<file path="src/rtl/arb_pkg.sv">
// +--------------------------------------------------------------------+
// | arb_pkg: shared arbiter state encoding and rotating-priority pick  |
// | Rev 1.0                                                            |
// +--------------------------------------------------------------------+
`default_nettype none

package arb_pkg;

  localparam logic [0:0] ST_IDLE = 1'b0;
  localparam logic [0:0] ST_BUSY = 1'b1;

  localparam int ARB_MAX_N = 64;
  localparam int ARB_IDX_W = 6;

  // Returns {found, idx}: first set bit of req[0..n-1] scanning ptr, ptr+1, ... with wrap at n.
  function automatic logic [ARB_IDX_W:0] rr_pick(
    input logic [ARB_MAX_N-1:0] req,
    input logic [ARB_IDX_W-1:0] ptr,
    input logic [ARB_IDX_W:0]   n
  );
    logic                 found;
    logic [ARB_IDX_W-1:0] idx;
    logic [ARB_IDX_W:0]   j;
    found = 1'b0;
    idx   = '0;
    for (int k = 0; k < ARB_MAX_N; k++) begin
      j = {1'b0, ptr} + k[ARB_IDX_W:0];
      if (j >= n) j = j - n;
      if (!found && (k[ARB_IDX_W:0] < n) && req[j[ARB_IDX_W-1:0]]) begin
        found = 1'b1;
        idx   = j[ARB_IDX_W-1:0];
      end
    end
    return {found, idx};
  endfunction

endpackage

`default_nettype wire

</file>
<file path="src/rtl/rr_mux2_arbiter_mux2_n1.sv">
// +--------------------------------------------------------------------+
// | Mux2_N1: N-to-1 selector of 2-bit lanes, output forced to 0 when   |
// | not enabled. Rev 1.0                                               |
// +--------------------------------------------------------------------+
`default_nettype none

module Mux2_N1 #(
  parameter int N  = 4,
  parameter int IW = (N > 1) ? $clog2(N) : 1
) (
  input  logic [2*N-1:0] Vin,
  input  logic [IW-1:0]  Sel,
  input  logic           En,
  output logic [1:0]     Vout
);

  always_comb begin
    Vout = 2'b00;
    for (int i = 0; i < N; i++) begin
      if (En && (Sel == IW'(i))) Vout = Vin[2*i +: 2];
    end
  end

endmodule

`default_nettype wire

</file>
<file path="src/rtl/rr_mux2_arbiter.sv">
// +--------------------------------------------------------------------+
// | rr_mux2_arbiter: round-robin packet arbiter steering one of N      |
// | 2-bit lanes to a valid/ready output. Rev 1.0                       |
// +--------------------------------------------------------------------+
`default_nettype none

module rr_mux2_arbiter
  import arb_pkg::*;
#(
  parameter int N = 4
) (
  input  logic                 Clk,
  input  logic                 Rst,
  input  logic [N-1:0]         Req,
  input  logic [N-1:0]         Last,
  input  logic [2*N-1:0]       Din,
  input  logic                 Ready,
  output logic                 Valid,
  output logic [1:0]           Dout,
  output logic [N-1:0]         Gnt,
  output logic [$clog2(N)-1:0] GntIdx
);

  localparam int IW = $clog2(N);

  logic [0:0]           r_state;
  logic [IW-1:0]        r_ptr;
  logic [IW-1:0]        r_gntidx;
  logic [N-1:0]         r_gnt;

  logic                 w_xfer;
  logic                 w_eop;
  logic [IW-1:0]        w_next_ptr;
  logic [IW-1:0]        w_scan_ptr;
  logic [ARB_MAX_N-1:0] w_req_ext;
  logic [ARB_IDX_W-1:0] w_ptr_ext;
  logic                 w_found;
  logic [IW-1:0]        w_pick_idx;

  assign Valid  = (r_state == ST_BUSY) && Req[r_gntidx];
  assign Gnt    = r_gnt;
  assign GntIdx = r_gntidx;

  assign w_xfer     = Valid && Ready;
  assign w_eop      = w_xfer && Last[r_gntidx];
  assign w_next_ptr = (r_gntidx == IW'(N - 1)) ? '0 : r_gntidx + IW'(1);
  // On end of packet the scan already starts past the finishing requester.
  assign w_scan_ptr = w_eop ? w_next_ptr : r_ptr;
  assign w_found    = |Req;

  always_comb begin
    w_req_ext        = '0;
    w_req_ext[N-1:0] = Req;
    w_ptr_ext        = '0;
    w_ptr_ext[IW-1:0] = w_scan_ptr;
    w_pick_idx       = IW'(rr_pick(w_req_ext, w_ptr_ext, (ARB_IDX_W + 1)'(N)));
  end

  always_ff @(posedge Clk or posedge Rst) begin
    if (Rst) begin
      r_state  <= ST_IDLE;
      r_ptr    <= '0;
      r_gntidx <= '0;
      r_gnt    <= '0;
    end else begin
      case (r_state)
        ST_IDLE: begin
          if (w_found) begin
            r_state  <= ST_BUSY;
            r_gntidx <= w_pick_idx;
            r_gnt    <= {{(N-1){1'b0}}, 1'b1} << w_pick_idx;
          end
        end
        default: begin
          if (w_eop) begin
            r_ptr <= w_next_ptr;
            if (w_found) begin
              r_gntidx <= w_pick_idx;
              r_gnt    <= {{(N-1){1'b0}}, 1'b1} << w_pick_idx;
            end else begin
              r_state <= ST_IDLE;
              r_gnt   <= '0;
            end
          end
        end
      endcase
    end
  end

  Mux2_N1 #(.N(N), .IW(IW)) u_mux (
    .Vin  (Din),
    .Sel  (r_gntidx),
    .En   (Valid),
    .Vout (Dout)
  );

endmodule

`default_nettype wire

</file>
<file path="config.mk">
export PLATFORM = sky130hd
export DESIGN_NAME = rr_mux2_arbiter
export DESIGN_NICKNAME = d
export VERILOG_FILES = /design/src/rtl/arb_pkg.sv /design/src/rtl/rr_mux2_arbiter_mux2_n1.sv /design/src/rtl/rr_mux2_arbiter.sv
export SDC_FILE = /design/constraint.sdc
export NUM_CORES = 1
export LEC_CHECK = 0
export BUFFER_PORTS_ARGS = -buffer_cell sky130_fd_sc_hd__buf_2
export CAP_MARGIN = 15
export CORE_MARGIN = 5
export CORE_UTILIZATION = 49
export DETAILED_ROUTE_END_ITERATION = 8
export GPL_TIMING_DRIVEN = 0
export PLACE_DENSITY = 0.78
export SLEW_MARGIN = 20
export SYNTH_ARGS = -nofsm -noshare
export SYNTH_HDL_FRONTEND = slang
export SYNTH_SLANG_ARGS = --single-unit
export TNS_END_PERCENT = 50
</file>
<file path="constraint.sdc">
create_clock -name Clk -period 4.44 [get_ports Clk]
set_clock_uncertainty 0.1 [all_clocks]
set_input_delay 1.332 -clock Clk [delete_from_list [all_inputs] [get_ports Clk]]
set_output_delay 1.332 -clock Clk [all_outputs]
set_load 0.01 [all_outputs]
</file>
# Yosys cells after proc, flatten, opt, wreduce, memory -nomap -nowiden
# Index checks and enable logic that the tools add are counted.
# Widths: inputs -> output; s select.
[word_totals]
regBits = 9
elab_cells = 82
[op_classes]
addsub = 8
n_lt_le_gt_ge = 9
eq_ne = 4
n_shift = 1
mux = 39
reduce_logical = 17
[ops]
columns = ["operator", "n"]
rows = [
  ["$lt 6x7->1 const B", 4],
  ["$mux 2", 13],
  ["$bmux 1 s6", 4],
  ["$mux 6", 4],
  ["$mux 4", 4],
  ["$mux 1", 12],
  ["$sub 3x3->4 const B", 3],
  ["$logic_and 1x1->1", 10],
  ["$ge 3x3->1 const B", 3],
  ["$add 2x2->3 const B", 2],
  ["$bmux 1 s2", 2],
  ["$eq 2x2->1 const B", 2],
  ["$reduce_or 4->1", 1],
  ["$shl 1x2->4 const A", 1],
  ["$sub 2x3->4 const B", 1],
  ["$add 2x1->3 const B", 1],
  ["$ge 2x3->1 const B", 1],
  ["$logic_not 1->1", 3],
  ["$lt 2x3->1 const B", 1],
  ["$add 2x1->2 const B", 1],
  ["$eq 2x1->1 const B", 1],
  ["$logic_not 2->1", 1],
  ["$ne 2x1->1 const B", 1],
  ["$reduce_and 2->1", 1],
  ["$reduce_bool 2->1", 1],
]

# Longest topological paths before layout
# Gate-level depths: netlist of the first run.
[depth]
word_depth = 24
mapped_depth = 14

# Hierarchy
# A second synthesis of the first run with hierarchy kept.
[hier_totals]
hier_cells = 112
area_unflattened_um2 = 1008.5
[modules_own_cells]
columns = ["module", "n_inst", "cells_per_inst", "area_per_inst_um2", "seq_area_each_um2"]
rows = [
  ["rr_mux2_arbiter", 1, 108, 943.4, 225.2],
  ["Mux2_N1", 1, 4, 65.1, 0.0],
]

# Least setup slack after synthesis of the first run
# OpenSTA, ideal clock, no wires.
[synth_timing]
kind = "input -> register"
startpoint = "in Req[0]"
endpoint = "reg r_gnt[0] (netlist: Gnt[0])"
setup_ns = 0.121
t_arrival_ns = 4.245
required_time_ns = 4.219
slack_ns = -0.026
path_stages = 13
path_cell_list = "buf_6 mux4_2 nand4_2 mux2i_1 inv_2 ha_1 clkbuf_1 inv_1 or4_2 a32oi_1 nor3_1 o211a_1 a22o_1"
[synth_via]
elab_chain_len = 24
elab_cells_between_ends = 51
classes_between = "7 x add/sub; 4 x order compare; 1 x eq/ne; 1 x shift; 26 x mux; 12 x reduce/logical"
[synth_rtl]
columns = ["element", "line", "text"]
rows = [
  ["start, declared", "rr_mux2_arbiter.sv:14", "input logic [N-1:0] Req,"],
  ["$bmux 1 s2 (*)", "rr_mux2_arbiter.sv:40", "assign Valid = (r_state == ST_BUSY) && Req[r_gntidx];"],
  ["$mux 1 (not written as such) (*)", "rr_mux2_arbiter.sv:40", ""],
  ["$logic_and 1x1->1 (*)", "rr_mux2_arbiter.sv:40", ""],
  ["$logic_and 1x1->1 (*)", "rr_mux2_arbiter.sv:44", "assign w_xfer = Valid && Ready;"],
  ["$logic_and 1x1->1 (*)", "rr_mux2_arbiter.sv:45", "assign w_eop = w_xfer && Last[r_gntidx];"],
  ["$mux 2 (*)", "n/a", ""],
  ["via w_scan_ptr[1]", "rr_mux2_arbiter.sv:34", "logic [IW-1:0] w_scan_ptr;"],
  ["branches (longest 13 deep; another with $sub 3x3->4)", "n/a", ""],
  ["$mux 2 (*)", "arb_pkg.sv:29", "if (!found && (k[ARB_IDX_W:0] < n) && req[j[ARB_IDX_W-1:0]]) begin"],
  ["$shl 1x2->4 (*)", "rr_mux2_arbiter.sv:71, rr_mux2_arbiter.sv:79", ""],
  ["$mux 4", "rr_mux2_arbiter.sv:77", "if (w_found) begin"],
  ["$mux 4", "rr_mux2_arbiter.sv:75", "if (w_eop) begin"],
  ["$mux 4 (*)", "rr_mux2_arbiter.sv:66", "case (r_state)"],
  ["end signal, assigned", "rr_mux2_arbiter.sv:71", "r_gnt <= {{(N-1){1'b0}}, 1'b1} << w_pick_idx;"],
  ["end signal, assigned", "rr_mux2_arbiter.sv:79", "r_gnt <= {{(N-1){1'b0}}, 1'b1} << w_pick_idx;"],
  ["end, declared", "rr_mux2_arbiter.sv:29", "logic [N-1:0] r_gnt;"],
]
# Mark *: on every way through the listed nets, which the timed path passes. The select of a mux whose other input is x is not followed.
# A chain may end at the register's enable or synchronous reset.

# Final worst setup path of the first run
[layout_timing]
startpoint = "in Req[2]"
endpoint = "reg r_gnt[3] (netlist: Gnt[3])"
[layout_via]
elab_chain_len = 24
elab_cells_between_ends = 51
classes_between = "7 x add/sub; 4 x order compare; 1 x eq/ne; 1 x shift; 26 x mux; 12 x reduce/logical"
[layout_rtl]
columns = ["element"]
rows = [
  ["branches (longest 24 deep; another with $sub 3x3->4)"],
]
# Several ways; the timed one is not identified. The select of a mux whose other input is x is not followed.

==> results of run 1 <==
-- final timing paths --
path	start	endpoint	cells after the start
setup / recovery	Req[2]	Gnt[3]	13
hold / removal	Gnt[0]	Gnt[0]	1
setup reg to reg	GntIdx[0]	Gnt[3]	12
hold reg to reg	Gnt[0]	Gnt[0]	1
max in group asynchronous	Rst	r_state	2
min in group asynchronous	Rst	GntIdx[1]	2
-- layer usage --
metal,wire length [um],global-route usage,part of all wire
met5,0,0,0
met4,43,0.0393,0.021
met3,164,0.0229,0.079
met2,998,0.280,0.48
met1,861,0.206,0.42
-- power by group --
part	total, mW	internal [mW]	switching (mW)
registers	0.153	0.118	0.0357
clock network	0.0638	0.0346	0.0292
logic	0.485	0.221	0.264
-- per-stage QoR --
stage / cells / total power, mW / hold slack [ns] / TNS (ns)
after global placement: 137 / 0.598 / 0.370 / -1.20
after CTS: 140 / 0.682 / 0.397 / 0
after floorplan: 94 / 0.497 / 0.408 / 0
final: 142 / 0.702 / 0.407 / 0
after global routing: 142 / 0.770 / 0.443 / -0.0446
after detailed placement: 137 / 0.617 / 0.380 / -1.55
-- cell type report --
type / count / area (um^2)
fill: 134 / 618
multi-input combinational: 68 / 577
sequential: 9 / 225
timing repair buffer: 28 / 145
inverter: 13 / 48.8
buffer: 3 / 27.5
clock buffer: 4 / 26.3
tap: 17 / 21.3
-- kinds of logic (layout without fill, tap and decap cells) --
kind of cell	Yosys count	count (layout)
mux	6	6
buf+inv	17	48
simple gates	28	28
compound gates	29	29
fa+ha+maj	5	5
flops	9	9
-- state kept, by name (all words and copies together) (netlist names) --
signal   flops
r_ptr        2
GntIdx       2
Gnt          4
r_state      1
-- cell usage in the layout (no fill, tap or decap), drive strengths merged, types with 2 or more instances in the layout --
cell type | synthesis | layout
nor2 | 6 | 6
nor2b | 3 | 3
o211ai | 3 | 3
mux4 | 2 | 2
dfrtp | 9 | 9
ha | 5 | 5
clkbuf | 1 | 4
a31oi | 3 | 3
nand3 | 2 | 2
nand4 | 2 | 2
a21oi | 6 | 6
nand2 | 5 | 5
a211oi | 2 | 2
nor3 | 3 | 3
o211a | 2 | 2
inv | 13 | 13
a221oi | 2 | 2
mux2i | 3 | 3
o21ai | 2 | 2
buf | 3 | 31
-- timing repair --
action,in CTS,in global routing
pin swaps,0,1
buffers inserted,0,2
resized for setup,0,3
gates cloned,0,0
hold buffers,0,0
setup endpoints to repair,5,5
hold endpoints to repair,0,0
==> implementation parameters, run 1 <==
Parameter                              Value

Outcome
  Run status ... finished, final reports clean

Timing
  Time the final worst path needs with I/O delays and setup ... ~4.4 ns
  Rel. slew slack ... 0.705
  Max Clk Rate ... around 230 MHz
  Worst path setup slack after routing ... slightly below 0.09 ns
  Final period util ... 0.980
  Final setup violation count ... 0
  Final-report hold violation count ... 0
  Pins over their slew limit ... 0
  Worst-Margin Slew ... 0.438 ns

Yosys
  Number of storage elements in the synthesis netlist ... 9
  Combinational family with the most area after synthesis ... compound AO/OA/AOI/OAI gates
  Cell type contributing the most total cell area after synthesis ... sky130_fd_sc_hd__dfrtp_1
  Cell types occupying the most area after synthesis ... sky130_fd_sc_hd__dfrtp_1, sky130_fd_sc_hd__ha_1, sky130_fd_sc_hd__inv_1
  Multiplexer share of the synthesized area ... 0.101
  Synthesized-area fraction occupied by ao, oa, aoi and oai cells ... 0.286
  Synth warn ... 0
  Synth Area in XOR/XNOR ... 0
  Fraction of the mapped netlist area in adder cells ... 0.0729
  Ranking of synthesized cells by instance count ... sky130_fd_sc_hd__inv_1, sky130_fd_sc_hd__dfrtp_1, sky130_fd_sc_hd__nor2_1
  Mean instance size in the synthesized netlist ... about 9.1 um^2
  Count of unique library cells instantiated by Yosys ... slightly above 40
  Number of nets produced by synthesis ... roughly 120
  Asr flop ratio synth ... 1.00
  Share of synthesized cell area in and, or, nand and nor gates ... 0.185
  Sequential area share after synthesis ... 0.262
  Instance count of the mapped netlist ... 94
  Most frequently used cell type in the post-synthesis netlist ... sky130_fd_sc_hd__inv_1
  Most frequently used flop master after synthesis ... sky130_fd_sc_hd__dfrtp_1
  Post-synth EDFFs ... 0
  Post-Syn Area ... around 860 um^2
  Area share of the leading cell type in the synthesized netlist ... 0.262

Placed design
  Dpl ws ... -0.384 ns
  Estimated wirelength of the detail-placed design ... ~1600 um
  Port-buffer cells ... 26
  Total placed instance area ... between 0.001 and 0.0015 mm^2
  Routability congestion estimate from global placement ... between 0.7 and 0.8

Finish
  Post-Route Utilization ... 0.634
  Fraction of layout instances using a drive strength above 1 ... 0.392
  Post-layout net count ... 150
  Diode insertion count for antenna repair ... 0
  Final design instance area without fill ... around 0.0011 mm^2
  Area Overhead vs Synth ... 24.8%

Worst setup path
  Critical path class ... in -> reg
  Crit end category ... register
  Kind of cell adding the most delay to the critical path ... simple AND/OR/NAND/NOR gates
  Data required, critical path ... around 4.5 ns
  Ordered cell list for the critical path ... buf_2, mux4_2, nand4_1, and2_4, buf_6, inv_1, ha_2, inv_1, or4_2, a32oi_1, nor3_1, o211a_1, a211oi_1
  Crit path arrival time ... 4.41 ns
  Critical path's most frequent cell ... sky130_fd_sc_hd__inv_1
  Worst stage delay on the critical path ... 0.55 ns
  Kind of launch point of the worst setup path ... primary input
  Maximum fanout along the worst path ... 9
  Worst Path Buf+Inv ... 4
  Slowest-stage cell, CP ... sky130_fd_sc_hd__or4_2
  Reg2Reg Setup Slack ... approximately 0.74 ns

Clocking
  Sink count of the clock tree ... 9
  Number of H-tree levels ... 1
  Total CTS buffers ... 3
  Clock tree root driver cell ... sky130_fd_sc_hd__clkbuf_4
  Number of buffers between clock root and the deepest sink ... 2
  Clock-pin slew on the worst setup and hold paths ... 0.06 ns
  TritonCTS clock tree ... done
  Clock latency reported for the late side of the worst-skew pair ... roughly 0.26 ns

Routing
  Number of nets with antenna violations after routing ... 0
  Vias per cell ... about 6
  DRT iter0 DRCs ... 25
  TritonRoute pass-1 iters ... 4
  Number of design rule violations left after detail routing ... 0
  DRT Wirelength ... around 2100 um
  Routed len/inst ... around 15 um
  Routed vias ... roughly 850

Floorplan
  Die span in x ... a little over 50 um
  Core Footprint ... between 0.0015 and 0.002 mm^2
  Placement Rows ... 15
  Die Outline Area ... between 0.002 and 0.003 mm^2
  Effective utilization at floorplan ... 0.508
  Height of the die ... ~52 um
  Boundary pin count ... 28

Global route
  Via count of the first global-routing pass ... about 770
  Maximum number of pins on one net before global-route repair ... 11
  Initial antenna violation count ... 0
  Wire length of the first global-routing pass ... 3330 um
  Global routing usage summed across all routing layers ... 0.161
  Congestion Overflow GR ... 0

Power
  Areal power density over the cells ... approximately 660 mW/mm^2
  Pleak ... 0.529 nW
  Worst vdd rail ir drop ... about 0.36 mV

Run
  MaxCap Viol Count ... 0

Worst hold path
  Classification of the worst-slack hold path ... reg -> reg
No activity file was read; power rests on OpenSTA's default activity.
==> inputs of run 2 (changes only) <==
- clock period: 4.44 -> 4.2 ns (I/O delays scaled with it)
==> run 2 against run 1 <==
Register-to-register slack worse by 0.10 ns. Count of clock-buffer cells in the layout stayed put. Utilization is 1.9 points higher. Worst setup slack worse by 0.0050 ns.
==> implementation parameters, run 2 (same netlist as run 1, synthesis figures left out) <==
Parameter                              Value

Worst setup path
  Crit end category ... register
  Reg-to-reg endpoint ... Gnt[0]
  Data required, critical path ... 4.24 ns (-0.26 ns)
  Kind of launch point of the worst setup path ... primary input
  Origin of the critical flop-to-flop path ... GntIdx[0]
  Critical path class ... in -> reg
  Reg2Reg Setup Slack ... 0.64 ns (-0.10 ns)
  Timing startpoint of the critical path ... Req[2]
  Cell count of the worst reg-to-reg path ... 12 (unchanged)
  Maximum fanout along the worst path ... 9 (unchanged)
  Crit path arrival time ... 4.16 ns (-0.25 ns)
  Endpoint of the worst setup timing path ... Gnt[0]

Power
  Power share of the combinational group ... 0.706 (+0.015)
  Internal power consumption ... 0.424 mW (+14%)
  Pleak ... 0.548 nW (+3.7%)
  Psw ... 0.359 mW (+9.2%)
  Clock network power share ... 0.084 (-0.007)
  Areal power density over the cells ... 711 mW/mm^2 (+8.4%)
  Worst vdd rail ir drop ... 0.427 mV (+19%)
  Power share of the sequential group ... 0.210 (-0.008)
  Switching part of the total power ... 0.458 (-0.00971)

Routing
  DRT Wirelength ... 2140 um (+3.5%)
  Routed len/inst ... 14.8 um (+1.3%)
  TritonRoute pass-1 iters ... 4 (unchanged)
  Number of design rule violations left after detail routing ... 0 (unchanged)
  DRT iter0 DRCs ... 19 (-24%)
  Number of nets with antenna violations after routing ... 0 (unchanged)
  Vias per cell ... 5.94 (-0.21%)
  Routed vias ... 861 (+1.9%)

Global route
  Initial antenna violation count ... 0 (unchanged)
  Global routing usage summed across all routing layers ... 0.169 (+0.00814)
  Maximum number of pins on one net before global-route repair ... 11 (unchanged)
  Wire length of the first global-routing pass ... 3500 um (+5.0%)
  Via count of the first global-routing pass ... 814 (+5.6%)
  Congestion Overflow GR ... 0 (unchanged)

Floorplan
  Core Footprint ... 0.00169 mm^2 (unchanged)
  Height of the die ... 51.9 um (unchanged)
  Die Outline Area ... 0.00269 mm^2 (unchanged)
  Boundary pin count ... 28 (unchanged)
  Effective utilization at floorplan ... 0.508 (unchanged)
  Placement Rows ... 15 (unchanged)
  Die span in x ... 51.9 um (unchanged)

Clocking
  Sink count of the clock tree ... 9 (unchanged)
  Clock tree root driver cell ... sky130_fd_sc_hd__clkbuf_4
  Number of H-tree levels ... 1 (unchanged)
  Total CTS buffers ... 3 (unchanged)
  Clock-pin slew on the worst setup and hold paths ... 0.06 ns (about the same)
  TritonCTS clock tree ... done
  Clock latency reported for the late side of the worst-skew pair ... 0.25 ns (about the same)
  Number of buffers between clock root and the deepest sink ... 2 (unchanged)

Finish
  Post-layout net count ... 153 (+2.0%)
  Fraction of layout instances using a drive strength above 1 ... 0.406 (+0.0142)
  Area Overhead vs Synth ... 28.4%
  Post-layout instance count excluding filler cells ... 145 (+2.1%)
  Diode insertion count for antenna repair ... 0 (unchanged)
  Most frequent standard cell in the layout excluding fill and tap cells ... sky130_fd_sc_hd__buf_2
  Flip-flop count of the largest register after layout ... 4 (unchanged)
  Leading cell types in the layout, fill and taps excluded ... sky130_fd_sc_hd__buf_2, sky130_fd_sc_hd__inv_1, sky130_fd_sc_hd__dfrtp_1
  Final design instance area without fill ... 0.00110 mm^2 (+2.9%)

Run
  MaxCap Viol Count ... 0 (unchanged)

Timing
  Unrepaired setup endpoints after global routing ... true
  Max Clk Rate ... 243 MHz
  Worst-Margin Slew ... 0.571 ns (+0.133 ns)
  Final setup violation count ... 0 (unchanged)
  Final-report hold violation count ... 0 (unchanged)
  Rel. slew slack ... 0.616 (-0.0894)
  Final period util ... 0.980
  Time the final worst path needs with I/O delays and setup ... about 4 ns
  Pins over their slew limit ... 0 (unchanged)

Placed design
  Port-buffer cells ... 26 (unchanged)
  Routability congestion estimate from global placement ... 0.812 (+10%)
  Total placed instance area ... 0.00103 mm^2 (+1.9%)
  Cell count after placement ... 137 (unchanged)
  Estimated wirelength of the detail-placed design ... 1660 um (+6.8%)

Worst hold path
  Classification of the worst-slack hold path ... reg -> reg

Outcome
  Run status ... finished, final reports clean
[run 2: cell types whose count changed in the layout (fill, tap and decap cells not counted)]
cell	previous run	this run
sky130_fd_sc_hd__a211oi_1	2	1
sky130_fd_sc_hd__a211oi_2	0	1
sky130_fd_sc_hd__buf_4	2	4
sky130_fd_sc_hd__clkbuf_8	0	1
sky130_fd_sc_hd__ha_1	4	5
sky130_fd_sc_hd__ha_2	1	0
[run 2: worst min-delay path by stage]
| stage | start | endpoint | slack (ns) | depth (start not counted) |
|---|---|---|---|---|
| 2_1_floorplan | r_ptr[1] | r_ptr[1] | 0.41 | 2 |
| 3_3_place_gp | Gnt[2] | Gnt[2] | 0.37 | 2 |
| 3_5_place_dp | Gnt[2] | Gnt[2] | 0.38 | 2 |
| 4_1_cts | Gnt[2] | Gnt[2] | 0.39 | 2 |
| 5_1_grt | Gnt[2] | Gnt[2] | 0.43 | 2 |
| 6_report | Gnt[2] | Gnt[2] | 0.39 | 2 |
[run 2: critical path: stages]
cell                       delay [ns]
sky130_fd_sc_hd__buf_2           0.14
sky130_fd_sc_hd__mux4_2          0.55
sky130_fd_sc_hd__nand4_4         0.16
sky130_fd_sc_hd__mux2i_4         0.28
sky130_fd_sc_hd__inv_2           0.07
sky130_fd_sc_hd__ha_1            0.28
sky130_fd_sc_hd__clkbuf_8        0.15
sky130_fd_sc_hd__inv_1           0.07
sky130_fd_sc_hd__or4_2           0.54
sky130_fd_sc_hd__a32oi_1         0.20
sky130_fd_sc_hd__nor3_1          0.09
sky130_fd_sc_hd__o211a_1         0.16
sky130_fd_sc_hd__a22o_1          0.21
[run 2: area by class of cell]
| cell class | instances | area [um^2] |
|---|---|---|
| Clock buffer | 4 | 26.3 |
| Timing Repair Buffer | 30 | 160 |
| Fill cell | 146 | 587 |
| Tap cell | 17 | 21.3 |
| Inverter | 13 | 48.8 |
| Buffer | 4 | 41.3 |
| Multi-Input combinational cell | 68 | 579 |
| Sequential cell | 9 | 225 |
[run 2: timing repair]
item	in CTS	in global routing
setup buffers	1	3
pin swaps	1	1
gates resized for setup	1	1
hold buffers	0	0
hold endpoints to repair	0	0
endpoints found under the setup margin	2	2
[run 2: per-stage QoR]
stage           util  worst slack, ns  hold WS (ns)  TNS (ns)  total power [mW]
2_1_floorplan      -          0.00417         0.408         0             0.554
3_3_place_gp   0.611           -0.243         0.367    -0.811             0.657
3_5_place_dp   0.611           -0.286         0.381     -1.04             0.682
4_1_cts        0.636           0.0565         0.394         0             0.766
6_report       0.653           0.0845         0.389         0             0.783
5_1_grt        0.653          -0.0136         0.426   -0.0136             0.852
[run 2: routing by layer]
metal / vias to the layer above / share of wire / GRT usage / wire length (um)
met5: - / 0 / 0 / 0
met1: 400 / 0.43 / 0.224 / 910
met4: 0 / 0.020 / 0.0917 / 42
li1: 417 / - / - / -
met2: 36 / 0.48 / 0.259 / 1030
met3: 8 / 0.073 / 0.0287 / 156
[run 2: power by group through the flow]
stage | Clock, mW | Sequential [mW] | Combinational [mW]
2_1_floorplan | 0 | 0.170 | 0.384
3_3_place_gp | 0 | 0.160 | 0.497
3_5_place_dp | 0 | 0.164 | 0.518
4_1_cts | 0.0688 | 0.165 | 0.532
5_1_grt | 0.0758 | 0.171 | 0.605
6_report | 0.0656 | 0.165 | 0.553
==> inputs of run 3 (changes only) <==
- ABC_AREA: default -> 1
- CORE_UTILIZATION: 49 -> 51
- PLACE_DENSITY: 0.78 -> 0.79
==> run 3 against run 2 <==
Die area rose by 6.9%. Global-route usage rose by 0.26 points. Sequential share of layout area fell by 1.1 points. Via count rose by 19%. Utilization rose by 0.63 points. Non-clock buffer count fell by 7. Fmax rose by 5.4%.
==> implementation parameters, run 3 <==
Parameter                              Value

Outcome
  Run status ... finished, final reports clean

Timing
  Rel. slew slack ... 0.655 (+0.0390)
  Final setup TNS ... 0 ns (unchanged)
  Final-report hold violation count ... 0 (unchanged)
  Max Clk Rate ... 256 MHz (+5.4%)
  Final setup violation count ... 0 (unchanged)
  Time the final worst path needs with I/O delays and setup ... 3.91 ns (-0.210 ns)
  Unrepaired setup endpoints after global routing ... false
  Final period util ... 0.930 (-0.0500)
  Pins over their slew limit ... 0 (unchanged)
  Worst-Margin Slew ... 0.518 ns (-0.0532 ns)

Yosys
  Most frequently used cell type in the post-synthesis netlist ... sky130_fd_sc_hd__nand2_1
  Ranking of synthesized cells by instance count ... sky130_fd_sc_hd__nand2_1, sky130_fd_sc_hd__nand3_1, sky130_fd_sc_hd__inv_1
  Mean instance size in the synthesized netlist ... 6.73 um^2 (-26%)
  Area share of the leading cell type in the synthesized netlist ... 0.232 (-0.0301)
  Cell types occupying the most area after synthesis ... sky130_fd_sc_hd__dfrtp_1, sky130_fd_sc_hd__nand2_1, sky130_fd_sc_hd__nand3_1
  Instance count of the mapped netlist ... 144 (+53%)
  Asr flop ratio synth ... 1.00 (unchanged)
  Sequential area share after synthesis ... 0.232 (-0.0301)
  Post-Syn Area ... 970 um^2 (+13%)
  Number of storage elements in the synthesis netlist ... 9 (unchanged)
  Most frequently used flop master after synthesis ... sky130_fd_sc_hd__dfrtp_1
  Post-synth EDFFs ... 0 (unchanged)
  Count of unique library cells instantiated by Yosys ... 22 (-46%)
  Number of nets produced by synthesis ... 168 (+42%)
  Synth warn ... 0 (unchanged)
  Cell type contributing the most total cell area after synthesis ... sky130_fd_sc_hd__dfrtp_1

Power
  Power share of the sequential group ... 0.168 (-0.042)
  Power share of the combinational group ... 0.757 (+0.051)
  Pleak ... 0.660 nW (+20%)
  Overall power consumption ... 0.904 mW (+15%)
  Switching part of the total power ... 0.561 (+0.102)
  Psw ... 0.507 mW (+41%)
  Worst vdd rail ir drop ... 0.385 mV (-9.7%)
  Areal power density over the cells ... 777 mW/mm^2 (+9.4%)
  Clock network power share ... 0.075 (-0.009)
  Internal power consumption ... 0.397 mW (-6.5%)

Clocking
  Clock-pin slew on the worst setup and hold paths ... 0.06 ns (about the same)
  Gates resized, CTS repair ... 0 (-1)
  Number of H-tree levels ... 1 (unchanged)
  Number of buffers between clock root and the deepest sink ... 2 (unchanged)
  Total CTS buffers ... 3 (unchanged)
  Sink count of the clock tree ... 9 (unchanged)
  Clock tree root driver cell ... sky130_fd_sc_hd__clkbuf_4
  Hold buffer count at CTS ... 0 (unchanged)
  Clock latency reported for the late side of the worst-skew pair ... 0.26 ns (about the same)
  Post-CTS setup buffer count ... 0 (-1)
  TritonCTS clock tree ... done

Worst hold path
  Endpoint, Worst Hold ... Gnt[0]
  Classification of the worst-slack hold path ... reg -> reg
  Min-Delay Path Depth ... 2 (unchanged)
  Worst hold start ... Gnt[0]

Finish
  Leading cell types in the layout, fill and taps excluded ... sky130_fd_sc_hd__nand2_1, sky130_fd_sc_hd__buf_2, sky130_fd_sc_hd__nand3_1
  Most frequent standard cell in the layout excluding fill and tap cells ... sky130_fd_sc_hd__nand2_1
  Area Overhead vs Synth ... 19.9%
  Fraction of layout instances using a drive strength above 1 ... 0.314 (-0.0920)
  Diode insertion count for antenna repair ... 0 (unchanged)
  Flip-flop count of the largest register after layout ... 4 (unchanged)
  Post-layout net count ... 200 (+31%)
  Post-layout instance count excluding filler cells ... 200 (+38%)

Worst setup path
  Reg2Reg Setup Slack ... 1.37 ns (+0.73 ns)
  Reg-to-reg endpoint ... Gnt[0]
  Kind of launch point of the worst setup path ... primary input
  Maximum fanout along the worst path ... 10 (+1)
  Critical path class ... in -> out
  Origin of the critical flop-to-flop path ... GntIdx[0]
  Crit path arrival time ... 2.55 ns (-1.61 ns)
  Data required, critical path ... 2.84 ns (-1.40 ns)
  Cell count of the worst reg-to-reg path ... 19 (+7)
  Crit end category ... output port

Routing
  TritonRoute pass-1 iters ... 5 (+1)
  Routed vias ... 1028 (+19%)
  DRT iter0 DRCs ... 17 (-2)
  Vias per cell ... 5.14 (-13%)
  DRT Wirelength ... 2170 um (+1.5%)
  Number of nets with antenna violations after routing ... 0 (unchanged)
  Routed len/inst ... 10.9 um (-26%)
  Number of design rule violations left after detail routing ... 0 (unchanged)

Placed design
  Estimated wirelength of the detail-placed design ... 1860 um (+12%)
  Cell count after placement ... 196 (+43%)
  Routability congestion estimate from global placement ... 0.826 (+1.8%)
  Port-buffer cells ... 27 (+3.8%)

Global route
  Initial antenna violation count ... 0 (unchanged)
  Congestion Overflow GR ... 0 (unchanged)
  Via count of the first global-routing pass ... 958 (+18%)
  Wire length of the first global-routing pass ... 3700 um (+5.7%)
  Global routing usage summed across all routing layers ... 0.172 (+0.00263)
  Maximum number of pins on one net before global-route repair ... 11 (unchanged)

Floorplan
  Effective utilization at floorplan ... 0.550 (+0.0415)
  Height of the die ... 53.6 um (+3.4%)
  Die Outline Area ... 0.00287 mm^2 (+6.9%)
  Placement Rows ... 15 (unchanged)
  Boundary pin count ... 28 (unchanged)
  Die span in x ... 53.6 um (+3.4%)
  Core Footprint ... 0.00176 mm^2 (+4.4%)

Run
  MaxCap Viol Count ... 0 (unchanged)
## run 3: cell types whose count changed after synthesis, moves of 3 or more
cell,change
sky130_fd_sc_hd__nand3_1,+23
sky130_fd_sc_hd__nand3_2,+9
sky130_fd_sc_hd__nand2_2,+5
sky130_fd_sc_hd__inv_1,+8
sky130_fd_sc_hd__nand2_1,+34
sky130_fd_sc_hd__nor3_1,-3
sky130_fd_sc_hd__nor2_2,+4
sky130_fd_sc_hd__mux2i_1,-3
sky130_fd_sc_hd__o211ai_1,-3
sky130_fd_sc_hd__a21oi_1,-3
sky130_fd_sc_hd__nor2b_1,-3
## run 3: critical path, cell delays in order
cell and delay, ns:
sky130_fd_sc_hd__buf_2 0.11, sky130_fd_sc_hd__inv_1 0.07, sky130_fd_sc_hd__nand2_1 0.10, sky130_fd_sc_hd__nand3_4 0.09
sky130_fd_sc_hd__a21oi_4 0.30, sky130_fd_sc_hd__nand3_1 0.11, sky130_fd_sc_hd__o21ai_0 0.17, sky130_fd_sc_hd__nand2_1 0.07
sky130_fd_sc_hd__a31oi_1 0.12, sky130_fd_sc_hd__buf_2 0.15
## run 3: routing by layer
layer	wire, um	GRT usage
met5	0	0
met4	24	0.0681
met3	97	0.0222
met2	1060	0.312
met1	993	0.202
## run 3: power by group through the flow
stage	Combinational (mW)	Clock, mW	Sequential (mW)
2_1_floorplan	0.524	0	0.159
3_3_place_gp	0.667	0	0.152
4_1_cts	0.690	0.0689	0.152
3_5_place_dp	0.687	0	0.152
5_1_grt	0.785	0.0708	0.157
6_report	0.684	0.0673	0.152
## run 3: worst max-delay path by stage
stage	from	endpoint	slack, ns	cells past startpoint
finish	Req[1]	Dout[0]	0.29	10
global route	Req[3]	Dout[0]	0.14	10
CTS	Req[1]	Dout[0]	0.29	10
detailed placement	Req[1]	Dout[0]	0.30	10
global placement	Req[1]	Dout[0]	0.34	10
floorplan	Req[1]	Dout[0]	0.54	8
## run 3: layout make-up
type                    count  area (um^2)
fillers                   167          602
multi-input cells         114          666
well taps                  25         31.3
clock buffers               4         26.3
flip-flops and latches      9          225
repair buffers             27          135
inverters                  21         78.8
## run 3: kinds of logic (layout without fill, tap and decap cells)
logic type / Yosys count / count (layout) / synth area share
AO/OA/AOI/OAI: 15 / 15 / 0.107
adder cells (fa/ha/maj): 5 / 5 / 0.0645
buffers and inverters: 21 / 52 / 0.0813
flip-flops: 9 / 9 / 0.232
AND/OR/NAND/NOR: 94 / 94 / 0.515
## run 3: per-stage QoR
stage | hold WS (ns) | setup WS, ns | instance area, um^2 | util
6_report | 0.381 | 0.295 | 1160 | 0.659
5_1_grt | 0.410 | 0.142 | 1160 | 0.659
4_1_cts | 0.381 | 0.290 | 1160 | 0.659
3_5_place_dp | 0.361 | 0.296 | 1140 | 0.644
3_3_place_gp | 0.361 | 0.339 | 1140 | 0.644
2_1_floorplan | 0.383 | 0.539 | 970 | -
